[src/rtl/v850_pkg.sv]
// Shared types for the V850 MEM stage: memory op/size encodings, FSM states and PC width.
package v850_pkg;

    localparam int PC_W = 25;

    typedef enum logic [1:0] {
        MEM_NONE  = 2'b00,
        MEM_LOAD  = 2'b01,
        MEM_STORE = 2'b10
    } mem_op_t;

    typedef enum logic [1:0] {
        SZ_BYTE = 2'b00,
        SZ_HALF = 2'b01,
        SZ_WORD = 2'b10
    } mem_size_t;

    typedef enum logic [1:0] {
        IDLE,
        WAIT_GNT,
        WAIT_R
    } mem_state_t;

    // Reserved size code 11 behaves as a word access.
    function automatic mem_size_t decode_size(logic [1:0] s);
        case (s)
            2'b00:   return SZ_BYTE;
            2'b01:   return SZ_HALF;
            default: return SZ_WORD;
        endcase
    endfunction

    function automatic logic is_aligned(mem_size_t sz, logic [1:0] a);
        case (sz)
            SZ_BYTE: return 1'b1;
            SZ_HALF: return ~a[0];
            default: return a == 2'b00;
        endcase
    endfunction

endpackage

[src/rtl/mem_access_stage_load_align.sv]
// Load data alignment: picks the addressed lane of a little-endian word and extends it.
module load_align
    import v850_pkg::*;
(
    input  logic [31:0] rdata,
    input  logic [1:0]  offset,
    input  mem_size_t   size,
    input  logic        sign_ext,
    output logic [31:0] data
);

    logic [31:0] shifted;

    assign shifted = rdata >> {offset, 3'b000};

    always_comb begin
        data = rdata;
        unique case (size)
            SZ_BYTE: data = {{24{sign_ext & shifted[7]}}, shifted[7:0]};
            SZ_HALF: data = {{16{sign_ext & shifted[15]}}, shifted[15:0]};
            default: data = rdata;
        endcase
    end

endmodule

[src/rtl/mem_access_stage.sv]
// V850 MEM stage: issues load/store on a req/gnt/rvalid port, stalls EX while busy,
// and emits one registered writeback record per accepted instruction.
module mem_access_stage
    import v850_pkg::*;
#(
    parameter int TIMEOUT_CYCLES = 255
) (
    input  logic            clk,
    input  logic            rst,
    input  logic            ex_valid_i,
    output logic            ex_ready_o,
    input  logic [1:0]      mem_op_i,
    input  logic [1:0]      mem_size_i,
    input  logic            sign_ext_i,
    input  logic [31:0]     result_i,
    input  logic [31:0]     result2_i,
    input  logic [4:0]      destination_i,
    input  logic [4:0]      destination2_i,
    input  logic [PC_W-1:0] PC_i,
    output logic            dmem_req_o,
    output logic            dmem_we_o,
    output logic [31:0]     dmem_addr_o,
    output logic [3:0]      dmem_be_o,
    output logic [31:0]     dmem_wdata_o,
    input  logic            dmem_gnt_i,
    input  logic            dmem_rvalid_i,
    input  logic [31:0]     dmem_rdata_i,
    output logic            wb_valid_o,
    output logic [4:0]      wb_destination_o,
    output logic [31:0]     wb_data_o,
    output logic [4:0]      wb_destination2_o,
    output logic [31:0]     wb_data2_o,
    output logic [PC_W-1:0] wb_PC_o,
    output logic            misalign_o,
    output logic            bus_err_o
);

    localparam int CNT_W = $clog2(TIMEOUT_CYCLES + 1);

    mem_state_t state, next_state;
    logic [CNT_W-1:0] cnt;

    logic            lat_load, lat_sext;
    mem_size_t       lat_size;
    logic [1:0]      lat_off;
    logic [4:0]      lat_dest, lat_dest2;
    logic [31:0]     lat_data2;
    logic [PC_W-1:0] lat_pc;

    logic        accept, is_load, is_store, is_mem, misal, start;
    logic        expired, complete, abort;
    mem_size_t   size_in;
    logic [3:0]  req_be;
    logic [31:0] req_wdata, load_data;

    assign ex_ready_o = (state == IDLE);
    assign accept     = ex_valid_i && ex_ready_o;
    assign is_load    = (mem_op_i == MEM_LOAD);
    assign is_store   = (mem_op_i == MEM_STORE);
    assign is_mem     = is_load || is_store;
    assign size_in    = decode_size(mem_size_i);
    assign misal      = is_mem && !is_aligned(size_in, result_i[1:0]);
    assign start      = accept && is_mem && !misal;
    assign expired    = (cnt == CNT_W'(TIMEOUT_CYCLES - 1));

    always_comb begin
        req_be    = 4'b1111;
        req_wdata = result2_i;
        unique case (size_in)
            SZ_BYTE: begin
                req_be    = 4'b0001 << result_i[1:0];
                req_wdata = {4{result2_i[7:0]}};
            end
            SZ_HALF: begin
                req_be    = result_i[1] ? 4'b1100 : 4'b0011;
                req_wdata = {2{result2_i[15:0]}};
            end
            default: ;
        endcase
    end

    always_ff @(posedge clk or posedge rst) begin
        if (rst) state <= IDLE;
        else     state <= next_state;
    end

    // gnt/rvalid win over a timeout landing in the same cycle.
    always_comb begin
        next_state = state;
        complete   = 1'b0;
        abort      = 1'b0;
        unique case (state)
            IDLE: if (start) next_state = WAIT_GNT;
            WAIT_GNT: begin
                if (dmem_gnt_i) begin
                    if (lat_load) next_state = WAIT_R;
                    else begin
                        next_state = IDLE;
                        complete   = 1'b1;
                    end
                end else if (expired) begin
                    next_state = IDLE;
                    abort      = 1'b1;
                end
            end
            WAIT_R: begin
                if (dmem_rvalid_i) begin
                    next_state = IDLE;
                    complete   = 1'b1;
                end else if (expired) begin
                    next_state = IDLE;
                    abort      = 1'b1;
                end
            end
            default: next_state = IDLE;
        endcase
    end

    load_align u_load_align (
        .rdata    (dmem_rdata_i),
        .offset   (lat_off),
        .size     (lat_size),
        .sign_ext (lat_sext),
        .data     (load_data)
    );

    always_ff @(posedge clk or posedge rst) begin
        if (rst) begin
            cnt               <= '0;
            lat_load          <= 1'b0;
            lat_sext          <= 1'b0;
            lat_size          <= SZ_BYTE;
            lat_off           <= 2'b00;
            lat_dest          <= '0;
            lat_dest2         <= '0;
            lat_data2         <= '0;
            lat_pc            <= '0;
            dmem_req_o        <= 1'b0;
            dmem_we_o         <= 1'b0;
            dmem_addr_o       <= '0;
            dmem_be_o         <= '0;
            dmem_wdata_o      <= '0;
            wb_valid_o        <= 1'b0;
            wb_destination_o  <= '0;
            wb_data_o         <= '0;
            wb_destination2_o <= '0;
            wb_data2_o        <= '0;
            wb_PC_o           <= '0;
            misalign_o        <= 1'b0;
            bus_err_o         <= 1'b0;
        end else begin
            wb_valid_o <= 1'b0;
            misalign_o <= 1'b0;
            bus_err_o  <= 1'b0;

            if (next_state != state)  cnt <= '0;
            else if (state != IDLE)   cnt <= cnt + 1'b1;

            if (accept) begin
                lat_load  <= is_load;
                lat_sext  <= sign_ext_i;
                lat_size  <= size_in;
                lat_off   <= result_i[1:0];
                lat_dest  <= destination_i;
                lat_dest2 <= destination2_i;
                lat_data2 <= result2_i;
                lat_pc    <= PC_i;
                if (start) begin
                    dmem_req_o   <= 1'b1;
                    dmem_we_o    <= is_store;
                    dmem_addr_o  <= {result_i[31:2], 2'b00};
                    dmem_be_o    <= req_be;
                    dmem_wdata_o <= req_wdata;
                end else begin
                    // Non-memory ops and misaligned accesses retire next cycle without a bus cycle.
                    wb_valid_o        <= 1'b1;
                    misalign_o        <= misal;
                    wb_destination_o  <= destination_i;
                    wb_data_o         <= misal ? 32'h0 : result_i;
                    wb_destination2_o <= destination2_i;
                    wb_data2_o        <= result2_i;
                    wb_PC_o           <= PC_i;
                end
            end

            if (state == WAIT_GNT && dmem_gnt_i) dmem_req_o <= 1'b0;

            if (complete || abort) begin
                dmem_req_o        <= 1'b0;
                wb_valid_o        <= 1'b1;
                bus_err_o         <= abort;
                wb_destination_o  <= lat_dest;
                wb_data_o         <= (complete && lat_load) ? load_data : 32'h0;
                wb_destination2_o <= lat_dest2;
                wb_data2_o        <= lat_data2;
                wb_PC_o           <= lat_pc;
            end
        end
    end

endmodule

[config.mk]
export PLATFORM = sky130hd
export DESIGN_NAME = mem_access_stage
export DESIGN_NICKNAME = d
export VERILOG_FILES = /design/src/rtl/v850_pkg.sv /design/src/rtl/mem_access_stage_load_align.sv /design/src/rtl/mem_access_stage.sv
export SDC_FILE = /design/constraint.sdc
export NUM_CORES = 1
export LEC_CHECK = 0
export BUFFER_PORTS_ARGS = -buffer_cell sky130_fd_sc_hd__buf_2
export CORE_MARGIN = 5
export CORE_UTILIZATION = 31
export DETAILED_ROUTE_END_ITERATION = 6
export HOLD_SLACK_MARGIN = 0.12
export PLACE_DENSITY = 0.55
export SYNTH_ARGS = -nofsm -noshare
export SYNTH_HDL_FRONTEND = slang
export SYNTH_SLANG_ARGS = --single-unit
[constraint.sdc]
create_clock -name clk -period 7.55 [get_ports clk]
set_input_delay 0.755 -clock clk [delete_from_list [all_inputs] [get_ports clk]]
set_output_delay 0.755 -clock clk [all_outputs]
set_load 0.02 [all_outputs]
==> results.md, run 1 <==
- Outcome: complete, no violations
- Commonest non-fill, non-tap cell in the layout: nand2_1
- Critical Path AT: 4.23 ns
- Vias in the first global route: 10187
- M1 WL: 16890 um
- 1st-iter DRT viols: 524
- Row Count: 71
- Largest net degree at the start of global routing: 184
- WL final: 39120 um
- P_leak: 7.395 nW
- Number of I/O pins: 314
- Antenna-violating nets left: 0
- Async set or reset register ratio after synthesis: 1.000
- Synth top area share: 0.5392
- Final setup violation count: 0
- Main synth FF type: dfrtp_1
- Number of synthesized flops with an enable pin: 0
- Tcrit/Tclk final: 0.5055
- Fin. Hold Viols: 0
- Worst-skew pair later-pin latency: 0.57 ns
- Clock Tree Buf Depth: 3
- Top layer used by detailed routing: met5
- Clk sinks: 253
- TritonCTS buffer count: 30
- P per Cell Area: 446.2 nW/um2
- Post-route minimum period: 3.816 ns
- # hold bufs at CTS: 0
- Post-cts gate resize count: 0
- Max-slew violations: 0
- Worst Tran Pin Value: 1.163 ns
- Via count: 10061
- Met3 Wirelength: 3285 um
- First-pass GRT wire length: 60180 um
- Utilization after layout: 0.3879
- H-Tree Depth: 1
- Sequential share of the synthesized area: 0.5392
- Placer congestion estimate: 0.8508
- Die H: 204.6 um
- Number of vias per cell: 4.875
- Fmax: 262.0 MHz
- Area leader, netlist: dfrtp_1
- VDD IR max: 0.2553 mV
- Max Cap Viol: 0
- Postcts setup bufs: 0
- Critical Path RT: 7.96 ns
- Met2 routed WL: 18240 um
- Routed WL per cell: 18.95 um
- IO Port Bufs: 311
- Startpoint class of the critical path: flop
- Syn avg cell area: 9.260 um2
- Setup ws final: 3.734 ns
- Post-Syn Area: 11740 um2
- Hpwl dp: 25950 um
- Root buf cell: clkbuf_16
- DRT Pass-1 Iters: 5
- Worst-path clk slew: 0.06 ns
- CP Capture Type: flop
- Commonest non-fill, non-tap cells in the layout: nand2_1 (432), buf_2 (311), dfrtp_1 (253)
- Synth unique cells: 54
- Initial core utilization: 0.3132
- Skew final: 0.01992 ns
- Cells taking the most area after synthesis: dfrtp_1 (54%), nand2_1 (14%), mux2i_1 (8.5%)
- CP Class: reg -> reg
- Share of layout cells above drive strength 1: 0.2448
- Register bit total from synthesis: 253
- Setup_tns: 0 ns
- Initial antenna violation count: 3
- HP Class: in -> reg
- CTS tree: done
- Post-Synthesis Cells: 1268
- Fin nets: 1681
- Drt drc: 0
- CP Max Fanout: 78
- Worst slack, placed: 3.681 ns
- RSZ-0062 raised after global routing: false
- P&R area growth vs syn: 23.85%
- Total GRT Usage: 0.1802
- Worst R2R Path Depth: 6
- Die width: 204.6 um
- YS warnings: 0
- Total core area: 37490 um2
- GR Overflow Total: 0
- Hold path depth: 3
- Rel. slew slack: 0.2244
- Die area: 41870 um2
[cell type report]
type                       instances  area, um2
multi-input combinational        906       4882
timing repair buffer             320       1637
clock inverter                    10      111.4
tap                              511      639.4
inverter                          21      82.58
fill                            3925      22950
clock buffer                      42      855.8
sequential                       253       6331
antenna                            1      2.502
[per-stage QoR]
step	hold WS (ns)	power (mW)	cell area, um2	std cells
floorplan	0.4455	4.146	11750	1269
global placement	0.4528	5.048	13570	2011
detailed placement	0.4578	5.102	13570	2011
CTS	0.3547	6.581	14540	2063
global route	0.3800	6.928	14540	2063
finish	0.3833	6.489	14540	2064
[synth_stat cells (14+ instances only)]
library cell	instances
o22a_1	14
o22ai_1	18
nand2_1	433
o21a_1	17
mux2i_1	100
buf_2	19
o21ai_0	94
nor2_1	61
dfrtp_1	253
inv_1	21
a21oi_1	67
clkbuf_1	42
buf_4	18
[routing by layer]
| layer | track usage | vias to the layer above |
|---|---|---|
| li1 | - | 4756 |
| met5 | 0 | - |
| met3 | 0.05145 | 52 |
| met2 | 0.2990 | 343 |
| met4 | 0.03398 | 6 |
| met1 | 0.2381 | 4904 |
[kinds of logic after synthesis]
kind of cell / after synthesis / share of synthesized area
buffers and inverters: 110 / 0.04753
xor gates and xnor gates: 8 / 0.005968
and+or+nand+nor: 526 / 0.1784
other: 1 / 0.0003194
adders and majority gates: 8 / 0.008525
AOI/OAI and AO/OA: 262 / 0.1348
muxes: 100 / 0.08525
DFF: 253 / 0.5392
[report_power, final]
group	total, mW	leakage [nW]	internal, mW	switching, mW
clock network	1.44	0.482	0.851	0.590
registers	2.44	3.06	2.01	0.431
logic	2.60	3.85	0.896	1.71
[registers in the layout, summed over array words and instances, names as in the netlist, 2 cells and up]
register / flops
cnt: 8
dmem_addr_o: 30
dmem_be_o: 4
dmem_wdata_o: 32
lat_data2: 32
lat_dest: 5
lat_dest2: 5
lat_off: 2
lat_pc: 25
lat_size: 2
state: 2
wb_PC_o: 25
wb_data2_o: 32
wb_data_o: 32
wb_destination2_o: 5
wb_destination_o: 5
[path summary, 6_finish.rpt]
kind / from / end / slack (ns)
worst max register to register: state[0]$_DFF_PP0_ / dmem_be_o[2]$_DFFE_PP0P_ / 3.73
worst max-delay path: state[0]$_DFF_PP0_ / dmem_be_o[2]$_DFFE_PP0P_ / 3.73
worst min register to register: dmem_addr_o[26]$_DFFE_PP0P_ / dmem_addr_o[26]$_DFFE_PP0P_ / 0.46
worst min-delay path: PC_i[20] / lat_pc[20]$_DFFE_PP0P_ / 0.38
min in group asynchronous: rst / dmem_be_o[1]$_DFFE_PP0P_ / 0.39
max in group asynchronous: rst / wb_destination_o[4]$_DFFE_PP0P_ / 5.60
[critical path, cell delays in order (launching register included)]
cell	delay, ns
dfrtp_1	0.41
inv_1	0.15
ha_1	0.45
nand2_4	0.64
nor4_4	1.10
buf_4	0.70
a31oi_1	0.17
(Power assumes the default switching activity.)
==> run 2, diff against run 1 <==
--- a/config.mk
+++ b/config.mk
@@ -5,6 +5,7 @@
 export SDC_FILE = /design/constraint.sdc
 export NUM_CORES = 1
 export LEC_CHECK = 0
+export ABC_AREA = 1
 export BUFFER_PORTS_ARGS = -buffer_cell sky130_fd_sc_hd__buf_2
 export CORE_MARGIN = 5
 export CORE_UTILIZATION = 31
==> constraint.sdc (replaced) <==
create_clock -name clk -period 3.15 [get_ports clk]
set_input_delay 0.315 -clock clk [delete_from_list [all_inputs] [get_ports clk]]
set_output_delay 0.315 -clock clk [all_outputs]
set_load 0.02 [all_outputs]
==> run 2 against run 1 <==
Against the previous run: power grew 150%; register-to-register slack lost 3.3 ns; critical path depth grew 6; synthesized area grew 0.51%; via count grew 16%; worst hold slack lost 0.22 ns; sequential share of layout area shrank 3.8 points; clock skew is essentially flat; flip-flop and latch count is the same; routed wire length grew 8.5%; critical path type unchanged.
==> results.md, run 2 <==
- Share of power burned in registers: 0.358
- Fmax: 365.4 MHz
- VDD IR max: 0.5574 mV
- R2R Path Start: state[1]$_DFF_PP0_
- Row Count: 71
- Worst slack, placed: 0.4242 ns
- HP Class: in -> reg
- RSZ-0062 raised after global routing: false
- Post-Layout Cell Count: 2376
- Fin. Hold Viols: 0
- Hpwl dp: 28560 um
- Initial antenna violation count: 2
- Max Cap Viol: 0
- Max-slew violations: 0
- Clock power frac: 0.213
- CP Capture Type: flop
- Skew final: 0.01969 ns
- GR Overflow Total: 0
- Critical Path AT: 3.23 ns
- Comb pwr share: 0.429
- Main synth FF type: dfrtp_1
- Setup ws final: 0.4134 ns
- Worst setup path startpoint: state[1]$_DFF_PP0_
- Placer congestion estimate: 0.8264
- P per Cell Area: 1010 nW/um2
- Worst-skew pair later-pin latency: 0.57 ns
- YS warnings: 0
- 1st-iter DRT viols: 790
- Startpoint class of the critical path: flop
- Sequential share of the synthesized area: 0.5365
- Root buf cell: clkbuf_16
- Post-Synthesis Cells: 1464
- Tcrit/Tclk final: 0.8688
- Number of vias per cell: 4.893
- Largest net degree at the start of global routing: 78
- Initial core utilization: 0.3133
- Worst Tran Pin Value: 0.9520 ns
- Total GRT Usage: 0.1968
- Die width: 205.1 um
- Post-route minimum period: 2.737 ns
- Worst-path clk slew: 0.06 ns
- DRT Pass-1 Iters: 7
- Final setup violation count: 0
- Register bit total from synthesis: 253
- Syn avg cell area: 8.061 um2
- P&R area growth vs syn: 34.92%
- Number of synthesized flops with an enable pin: 0
- Post-cts gate resize count: 0
- Vias in the first global route: 11534
- Post-synth top cells: nand2_1 (448), nand3_1 (258), dfrtp_1 (253), nor2_1 (108), o21ai_0 (107)
- Post-place instance area: 13850 um2
- WL final: 42440 um
- Cells taking the most area after synthesis: dfrtp_1 (54%), nand2_1 (14%), nand3_1 (11%)
- Fin area: 15920 um2
- Critical Path RT: 3.64 ns
- First-pass GRT wire length: 66400 um
- Commonest non-fill, non-tap cell in the layout: nand2_1
- Outcome: complete, no violations
- IO Port Bufs: 311
- Postcts setup bufs: 0
- Post-Syn Area: 11800 um2
- Share of layout cells above drive strength 1: 0.2189
- Most numerous cell in the Yosys netlist: nand2_1
- CP Max Fanout: 54
- NetSw: 6.979 mW
- H-Tree Depth: 1
- Antenna-violating nets left: 0
- Worst hold start: dmem_rdata_i[23]
- Fin nets: 1994
- Cell-internal power: 9.101 mW
- P_leak: 8.035 nW
- Setup_tns: 0 ns
- CTS tree: done
- Number of I/O pins: 314
- Clk sinks: 253
- Die H: 205.1 um
- Commonest non-fill, non-tap cells in the layout: nand2_1 (445), buf_2 (311), nand3_1 (258)
- Switch share: 0.4340
- Via count: 11625
- Drt drc: 0
- CP Class: reg -> reg
- Die area: 42070 um2
- Placed Instances: 2215
- Synth unique cells: 29
- Routed WL per cell: 17.86 um
- Fin Hold WS: 0.1649 ns
- Clock Tree Buf Depth: 3
- Async set or reset register ratio after synthesis: 1.000
- Total core area: 37670 um2
- Area leader, netlist: dfrtp_1
- TritonCTS buffer count: 29
- Synth top area share: 0.5365
- Rel. slew slack: 0.3654
==> run 2: changes by cell type in the layout (fill, tap and decap cells not counted), sizes merged, moves of 17 or more <==
cell and delta:
o21a -18, o22ai -17, dlygate4sd3 +110, mux2i -100, buf +21, a21oi -20
inv +55, nor2 +47, nand3 +255
==> run 2: power groups by stage <==
| stage | registers (mW) | clock network, mW | logic [mW] |
|---|---|---|---|
| 3_5_place_dp | 5.78 | 0 | 6.85 |
| 3_3_place_gp | 5.77 | 0 | 6.75 |
| 5_1_grt | 5.96 | 3.66 | 7.63 |
| 4_1_cts | 5.75 | 3.53 | 6.99 |
| 2_1_floorplan | 6.92 | 0 | 3.23 |
| 6_report | 5.76 | 3.42 | 6.90 |
==> run 2: cells by family after synthesis <==
logic type	count (synthesis)	synth area share
AOI/OAI and AO/OA	194	0.09245
buffers and inverters	177	0.06393
and+or+nand+nor	824	0.2932
other	1	0.0003178
adders and majority gates	8	0.008482
xor gates and xnor gates	7	0.005195
DFF	253	0.5365
==> run 2: path summary, 6_finish.rpt <==
path | endpoint | slack, ns | cells past startpoint
worst min register to register | dmem_addr_o[3]$_DFFE_PP0P_ | 0.47 | 2
max in group asynchronous | lat_pc[6]$_DFFE_PP0P_ | 1.81 | 5
worst max register to register | cnt[6]$_DFFE_PP0P_ | 0.41 | 12
min in group asynchronous | wb_destination2_o[1]$_DFFE_PP0P_ | 0.36 | 3
worst min-delay path | wb_data_o[23]$_DFFE_PP0P_ | 0.16 | 5
worst max-delay path | cnt[6]$_DFFE_PP0P_ | 0.41 | 12
==> run 2: worst max-delay path, cell delays in order, from the launching register on <==
cell,delay (ns)
dfrtp_1,0.45
inv_1,0.11
ha_1,0.30
nand2_4,0.29
nor2_1,0.09
nand2_2,0.14
buf_4,0.44
nand2_1,0.10
nand3_1,0.13
nand2_1,0.10
nand2_1,0.07
nand3_1,0.25
nor2_1,0.18
==> run 2: stage by stage <==
stage          power (mW)    util
6_report            16.08  0.4227
3_5_place_dp        12.64  0.3678
4_1_cts             16.27  0.4227
2_1_floorplan       10.15       -
3_3_place_gp        12.52  0.3678
5_1_grt             17.25  0.4227
==> run 2: what timing repair did <==
action	4_1_cts	5_1_grt
hold endpoints to repair	227	0
hold buffers	110	0
setup endpoints to repair	0	0
==> run 2: area by class of cell <==
type | count | area (um2)
clock inverters | 7 | 66.31
inverters | 75 | 290.3
well taps | 511 | 639.4
fillers | 3839 | 21740
repair buffers | 451 | 2958
clock buffers | 43 | 898.4
flip-flops and latches | 253 | 6331
diodes | 1 | 2.502
multi-input cells | 1035 | 4737
==> run 2: routing by layer <==
metal  up-vias  track usage  share of wire
met2       405       0.3256           0.47
met1      5590       0.2621           0.43
li1       5553            -              -
met3        75      0.03752          0.069
met5         -            0        0.00016
met4         2      0.06148          0.028
==> run 3, diff against run 2 <==
--- a/config.mk
+++ b/config.mk
@@ -11,7 +11,7 @@
 export CORE_UTILIZATION = 31
 export DETAILED_ROUTE_END_ITERATION = 6
 export HOLD_SLACK_MARGIN = 0.12
-export PLACE_DENSITY = 0.55
+export PLACE_DENSITY = 0.53
 export SYNTH_ARGS = -nofsm -noshare
 export SYNTH_HDL_FRONTEND = slang
 export SYNTH_SLANG_ARGS = --single-unit
==> run 3 against run 2 <==
Against the previous run: register-to-register slack better by 0.09 ns; routed wire length shrank 0.11%; critical path depth shrank 2; clock power decreased by 2%; clock-buffer cell count is 2 higher; critical path type unchanged; flip-flop and latch count unchanged; via count down 0.40%; combinational power down 0.9%; global-route usage hardly changed; critical endpoint is now wb_PC_o[13]$_DFFE_PP0P_.
==> results.md, run 3 (same netlist as run 2, synthesis figures left out) <==
- Die area: 42070 um2
- Post-place instance area: 13800 um2
- Fin nets: 1990
- VDD IR max: 0.5279 mV
- IO Port Bufs: 311
- Final setup violation count: 0
- DRT Pass-1 Iters: 5
- Hpwl dp: 28240 um
- Routed WL per cell: 17.87 um
- Die width: 205.1 um
- Critical Path AT: 3.14 ns
- P_leak: 7.992 nW
- Share of layout cells above drive strength 1: 0.2145
- Fin area: 15870 um2
- Row Count: 71
- Fmax: 377.6 MHz
- Commonest non-fill, non-tap cells in the layout: nand2_1 (445), buf_2 (311), nand3_1 (258)
- Post-cts gate resize count: 0
- GR Overflow Total: 0
- CP Max Fanout: 65
- Reg2Reg Setup Slack: 0.50 ns
- Crit-path cells: inv_1 > ha_1 > nand2_4 > nor2_1 > nand2_2 > nand2_4 > clkinv_2 > buf_4 > nand3_1 > nand3_1
- Clk sinks: 253
- Max-slew violations: 0
- Rel. slew slack: 0.4115
- Clock Tree Buf Depth: 3
- P per Cell Area: 1007 nW/um2
- Root buf cell: clkbuf_16
- Worst-path clk slew: 0.06 ns
- Die H: 205.1 um
- Placer congestion estimate: 0.8074
- RSZ-0062 raised after global routing: false
- Largest net degree at the start of global routing: 90
- CTS tree: done
- Total core area: 37670 um2
- Slowest CP cell: buf_4
- Max Cap Viol: 0
- Commonest non-fill, non-tap cell in the layout: nand2_1
- Setup ws final: 0.5016 ns
- Postcts setup bufs: 0
- P&R area growth vs syn: 34.45%
- Fillers: 3838
- Startpoint class of the critical path: flop
- Worst R2R Path Depth: 10
- TritonCTS buffer count: 31
- 1st-iter DRT viols: 690
- Number of I/O pins: 314
- First-pass GRT wire length: 66430 um
- H-Tree Depth: 1
- Power, Total: 15.97 mW
- Critical Path RT: 3.64 ns
- Tcrit/Tclk final: 0.8408
- Fin. Hold Viols: 0
- Worst slack, placed: 0.5029 ns
- Worst-skew pair later-pin latency: 0.57 ns
- CP Capture Type: flop
- Worst Tran Pin Value: 0.8827 ns
- Number of vias per cell: 4.881
- HP Class: in -> reg
- Via count: 11578
- Antenna-violating nets left: 0
- Total GRT Usage: 0.1970
- CP Class: reg -> reg
- Crit-path max cell delay: 0.69 ns
- Initial antenna violation count: 2
- WHS Endpoint: wb_data_o[15]$_DFFE_PP0P_
- Vias in the first global route: 11506
- Hold path depth: 5
- Worst hold start: dmem_rdata_i[15]
- Post-route minimum period: 2.648 ns
- WL final: 42400 um
- Outcome: complete, no violations
- Initial core utilization: 0.3133
- Drt drc: 0
- Skew final: 0.01525 ns
- Worst r2r dst: wb_PC_o[13]$_DFFE_PP0P_
- R2R Path Start: state[1]$_DFF_PP0_
==> run 3: worst max-delay path, delay by kind of cell (launching register included) <==
kind | cells | cell delay (ns)
adder cells (fa/ha/maj) | 1 | 0.30
AND/OR/NAND/NOR | 6 | 0.83
flip-flops | 1 | 0.44
buffers and inverters | 3 | 0.93
==> run 3: worst max path at each step <==
stage / cells past startpoint / start / end
after floorplan: 1 / rst / bus_err_o$_DFF_PP0_
after global placement: 10 / state[1]$_DFF_PP0_ / wb_destination_o[2]$_DFFE_PP0P_
after detailed placement: 10 / state[1]$_DFF_PP0_ / wb_PC_o[18]$_DFFE_PP0P_
after CTS: 10 / state[1]$_DFF_PP0_ / wb_PC_o[22]$_DFFE_PP0P_
after global routing: 10 / state[1]$_DFF_PP0_ / wb_data2_o[0]$_DFFE_PP0P_
final: 10 / state[1]$_DFF_PP0_ / wb_PC_o[13]$_DFFE_PP0P_
==> run 3: what timing repair did <==
action,in CTS,in global routing
setup endpoints to repair,0,0
hold buffers,111,0
hold endpoints to repair,223,0
==> run 3: layout make-up <==
cell class | count | area (um2) | area share
antenna | 1 | 2.502 | 0.0001577
tap | 511 | 639.4 | 0.04030
clock inverter | 7 | 41.29 | 0.002602
clock buffer | 45 | 908.4 | 0.05725
inverter | 75 | 291.5 | 0.01837
timing repair buffer | 445 | 2915 | 0.1837
sequential | 253 | 6331 | 0.3990
multi-input combinational | 1035 | 4737 | 0.2986
==> run 3: per-layer routing <==
metal / GRT usage / wire [um] / vias up
met1: 0.2645 / 18770 / 5628
met5: 0 / 13 / -
li1: - / - / 5540
met3: 0.04622 / 2979 / 63
met2: 0.3209 / 19610 / 345
met4: 0.05335 / 1028 / 2
==> run 3: power by group <==
group,total [mW],switching [mW],internal (mW)
clock,3.36,1.39,1.97
combinational,6.84,4.61,2.23
sequential,5.77,0.950,4.82
total,16.0,6.95,9.02
==> run 3: stage by stage <==
stage | hold slack (ns) | std cells | TNS, ns | utilization
finish | 0.1561 | 2372 | 0 | 0.4212
global route | 0.1551 | 2371 | 0 | 0.4212
CTS | 0.1206 | 2371 | 0 | 0.4212
detailed placement | 0.4095 | 2208 | 0 | 0.3665
global placement | 0.4074 | 2208 | 0 | 0.3665
floorplan | 0.4246 | 1465 | -125.15 | -
